[src/rtl/timer_sequencer_pkg.sv]
// Shared definitions for the timer sequencer: FSM state encoding and the
// default counter/limit width.
package timer_pkg;

  localparam int CNT_W = 32;

  typedef enum logic [2:0] {
    IDLE,
    CLEARING,
    RUNNING,
    PAUSED,
    EXPIRED
  } timer_state_t;

endpackage

[src/rtl/timer_sequencer_tick_prescaler.sv]
// Tick prescaler: counts 0..PRESCALE-1 while enabled, wrapping to 0, and
// flags the terminal value so the sequencer can emit one increment per period.
module tick_prescaler #(
  parameter  int PRESCALE = 833333,
  localparam int PRE_W    = $clog2(PRESCALE + 1)
) (
  input  logic             Clk,
  input  logic             Reset_n,
  input  logic             en,
  input  logic             clr,
  output logic             tc,
  output logic [PRE_W-1:0] value
);

  localparam logic [PRE_W-1:0] LAST = PRE_W'(PRESCALE - 1);

  assign tc = (value == LAST);

  // Clear beats enable; when disabled the value is held so a pause resumes
  // mid-period instead of restarting it.
  always_ff @(posedge Clk or negedge Reset_n) begin
    if (!Reset_n) begin
      value <= '0;
    end else if (clr) begin
      value <= '0;
    end else if (en) begin
      value <= tc ? '0 : value + 1'b1;
    end
  end

endmodule

[src/rtl/timer_sequencer.sv]
// Timer sequencer: drives clear/countup of an external event counter and flags
// expiry against a latched limit. Define TIMER_SEQ_AUTO_RELOAD_EN for a periodic timer.
module timer_sequencer #(
  parameter int CNT_W    = timer_pkg::CNT_W,
  parameter int PRESCALE = 833333
) (
  input  logic             Clk,
  input  logic             Reset_n,
  input  logic             start,
  input  logic             pause,
  input  logic             resume,
  input  logic             stop,
  input  logic [CNT_W-1:0] limit,
  input  logic [CNT_W-1:0] count_in,
  output logic             countup,
  output logic             clear,
  output logic             running,
  output logic             paused,
  output logic             expired,
  output logic             done
);

  import timer_pkg::*;

  localparam int PRE_W = $clog2(PRESCALE + 1);

  timer_state_t     state;
  logic [CNT_W-1:0] limit_q;
  logic [PRE_W-1:0] prescaler;
  logic             pre_tc;
  logic             below_limit;
  logic             stop_acc;

  assign below_limit = (count_in < limit_q);
  assign stop_acc    = stop && (state != IDLE);

  tick_prescaler #(
    .PRESCALE(PRESCALE)
  ) u_prescaler (
    .Clk    (Clk),
    .Reset_n(Reset_n),
    .en     (state == RUNNING),
    .clr    (stop_acc || start),
    .tc     (pre_tc),
    .value  (prescaler)
  );

  // Gating on below_limit means the counter can never overshoot the limit.
  assign countup = (state == RUNNING) && pre_tc && below_limit;
  assign running = (state == RUNNING);
  assign paused  = (state == PAUSED);
  assign expired = (state == EXPIRED);

  // Single-process FSM: clear is raised on the edge that enters CLEARING (or
  // IDLE via stop) and done on the edge that enters EXPIRED from RUNNING.
  always_ff @(posedge Clk or negedge Reset_n) begin
    if (!Reset_n) begin
      state   <= IDLE;
      limit_q <= '0;
      clear   <= 1'b0;
      done    <= 1'b0;
    end else begin
      clear <= 1'b0;
      done  <= 1'b0;
      if (stop_acc) begin
        state <= IDLE;
        clear <= 1'b1;
      end else if (start) begin
        state   <= CLEARING;
        limit_q <= limit;
        clear   <= 1'b1;
      end else begin
        unique case (state)
          CLEARING: state <= RUNNING;
          RUNNING: begin
            if (!below_limit) begin
              state <= EXPIRED;
              done  <= 1'b1;
            end else if (pause) begin
              state <= PAUSED;
            end
          end
          PAUSED: begin
            if (resume) state <= RUNNING;
          end
          EXPIRED: begin
`ifdef TIMER_SEQ_AUTO_RELOAD_EN
            state <= CLEARING;
            clear <= 1'b1;
`else
            state <= EXPIRED;
`endif
          end
          default: state <= IDLE;
        endcase
      end
    end
  end

  prescaler_in_range: assert property (
    @(posedge Clk) disable iff (!Reset_n) prescaler <= PRE_W'(PRESCALE - 1)
  );

endmodule

[config.mk]
export PLATFORM = sky130hd
export DESIGN_NAME = timer_sequencer
export DESIGN_NICKNAME = d
export VERILOG_FILES = /design/src/rtl/timer_sequencer_pkg.sv /design/src/rtl/timer_sequencer_tick_prescaler.sv /design/src/rtl/timer_sequencer.sv
export SDC_FILE = /design/constraint.sdc
export NUM_CORES = 1
export LEC_CHECK = 0
export ABC_AREA = 1
export CAP_MARGIN = 0
export CORE_AREA = 2 2 96 98
export DETAILED_ROUTE_END_ITERATION = 10
export DIE_AREA = 0 0 98 100
export PLACE_DENSITY = 0.63
export SLEW_MARGIN = 20
export SYNTH_ARGS = -nofsm -noshare
export SYNTH_HDL_FRONTEND = slang
export SYNTH_SLANG_ARGS = --single-unit
[constraint.sdc]
create_clock -name Clk -period 2.6 [get_ports Clk]
set_input_delay 0.39 -clock Clk [delete_from_list [all_inputs] [get_ports Clk]]
set_output_delay 0.39 -clock Clk [all_outputs]
set_load 0.05 [all_outputs]
==> metrics <==
Clk pwr share=33.1%; CP Max Fanout=2; placed insts=599; pin count of the biggest net entering global routing=58; Synth Net Count=517; Sw Share=30.11%; Die X-Extent=98 um; Worst EP arrival=2140 ps; total gr overflow=0; Final Util=52.46%; Hold-fix buffers, CTS=0; WL final=7556 um; sequential share of power=40.0%; Root Buffer Master=clkbuf_8; clock latency on the worst-skew pair=340 ps; Seq cells post-synth=57; internal power=1.791 mW; fin crit share=97.29%; worst slack, placed=-33.47 ps; first-pass GRT wire length=12,880 um; P_sw=0.7717 mW; CP Data Required Time=2210 ps; antenna viol nets, final=0; Placed Area=4317 sq um; number of port buffers=75; CORE AREA=8890 sq um; Most used DFF post-synth=dfrtp_1; Reg clk slew, reported paths=70 ps; total power=2.563 mW; Finished Layout Cells=619; critical path capture point type=output port; DR iter-0 viols=101; nature of the critical path startpoint=input pin; max cap viols=0; post-synthesis cell count=414; # rows=35; H-tree depth=3; Hold Worst Slack=50.89 ps; min Tclk post-route=2530 ps; Setup Skew=8.963 ps; outcome=completed; library cells used by synthesis=37; synthesized area per cell=8.202 sq um; clk buf depth=2; layout net count=606; Initial Util=38.20%; hpwl dp=5714 um; 1st-pass router iterations=4; Design Area, Final=4663 sq um; setup TNS=0 ps; share of cells above drive strength 1=14.57%; setup ws final=70.37 ps; Async S/R FF share, synth=100.0%; f_max=395.3 MHz; initial antenna violation count=0; hold crit path type=input pin to asynchronous set/reset pin; Static Leak=2.174 nW; relative slew slack=66.06%; TritonCTS clock tree=yes; Die Area=9800 sq um; antenna diode count=0; number of flops mapped to enable cells by yosys=0; actual slew at the worst max-slew pin=507.5 ps; DRC viols=0; CTS buffer count=9; DR WL/cell=12.21 um; die height=100 um; Final Hold Fails=0; GP Congestion=0.8370; worst vdd ir=0.2726 mV; vias in the first global route=2,953; Layout area overhead=37.32%; clock sink total=57; combinational power share=26.9%; synthesized area=3396 sq um; Slew Viols, Final=0; synth warn=0; Setup CP Type=input pin to output port; PD cells=549.6 nW/um^2; Final setup viols=0; I/O pin count=76; total track usage=16.20%; Via density=4.751; post-synthesis sequential area ratio=42.00%; via count=2,941
[worst paths after layout]
| path | from | end | slack, ps | cells past startpoint |
|---|---|---|---|---|
| setup / recovery | count_in[30] | countup | 70 | 10 |
| hold / removal | Reset_n | limit_q[30] | 50 | 2 |
| setup reg to reg | limit_q[29] | state[2] | 540 | 12 |
| hold reg to reg | limit_q[0] | limit_q[0] | 510 | 1 |
| max in group asynchronous | Reset_n | u_prescaler.value[10] | 2320 | 2 |
| min in group Clk | limit_q[0] | limit_q[0] | 510 | 1 |
[final cells by class]
cell class	instances	area (sq um)
Multi-Input combinational cell	282	1779
Timing Repair Buffer	87	865.8
Sequential cell	57	1426
Tap cell	111	138.9
Fill cell	820	4227
Inverter	66	247.7
Clock buffer	11	151.4
Clock inverter	5	53.80
[sequential cells by signal (all words and copies together), names as in the netlist]
signal / count
limit_q: 32
state: 3
done: 1
clear: 1
u_prescaler.value: 20
[Yosys cell counts, types with 2 or more instances]
library cell / n / area (sq um)
a211oi_1: 3 / 22.52
a21oi_1: 56 / 280.3
buf_2: 6 / 30.03
buf_4: 2 / 15.01
dfrtp_1: 57 / 1426
ha_1: 33 / 412.9
inv_1: 62 / 232.7
inv_2: 4 / 15.01
nand2_1: 53 / 198.9
nand2_2: 5 / 31.28
nand3_1: 12 / 60.06
nand3_2: 2 / 20.02
nand4_1: 7 / 43.79
nor2_1: 60 / 225.2
nor2_2: 6 / 37.54
nor2_4: 3 / 33.78
nor3_1: 7 / 35.03
nor4_1: 4 / 25.02
o211ai_1: 2 / 15.01
o21a_1: 3 / 22.52
o21ai_0: 9 / 45.04
o21ai_1: 2 / 10.01
xor2_1: 2 / 17.52
[critical path, stage by stage]
cell and delay, ps:
clkdlybuf4s50_1 430, ha_1 300, nand2_2 70, nor2_4 90
nand4_1 150, nor4_2 310, nand2_2 110, nand3_4 100
nor2_4 50, buf_12 140
[power groups by stage]
stage / registers (mW) / clock network, mW / logic, mW
final: 1.02 / 0.849 / 0.690
after global routing: 1.04 / 0.917 / 0.792
after CTS: 1.02 / 0.865 / 0.650
after detailed placement: 1.04 / 0 / 0.645
after global placement: 1.04 / 0 / 0.629
after floorplan: 1.04 / 0 / 0.397
[placed cells by master, fill, tap and decap left out, types with 9 or more instances in the layout]
cell type	count
o21ai_0	9
inv_1	62
buf_4	11
dfrtp_1	57
ha_1	29
nand2_1	48
nor2_1	57
a21oi_1	54
clkdlybuf4s50_1	70
clkbuf_8	11
nand3_1	11
nand2_2	10
[routing by layer]
layer	global-route usage [%]	wire length, um	vias up
met5	0	0	-
met4	6.731	84	0
met3	2.368	323	9
met2	27.50	3730	65
met1	20.82	3417	1339
li1	-	-	1528
[cells by family (layout without fill, tap and decap cells)]
family                     Yosys count  in the layout  share of synthesized area, %
xor gates and xnor gates             3              3                        0.7739
adders and majority gates           33             33                         12.16
AOI/OAI and AO/OA                   78             78                         12.45
DFF                                 57             57                         42.00
muxes                                2              2                        0.6264
buffers and inverters               75            169                         8.732
and+or+nand+nor                    166            166                         23.25
[repair_timing]
item	CTS	global route
setup buffers	0	4
gates resized for setup	1	20
setup endpoints to repair	1	1
pin swaps	0	11
endpoints found under the hold margin	0	0
No activity file was read; power rests on OpenSTA's default activity.
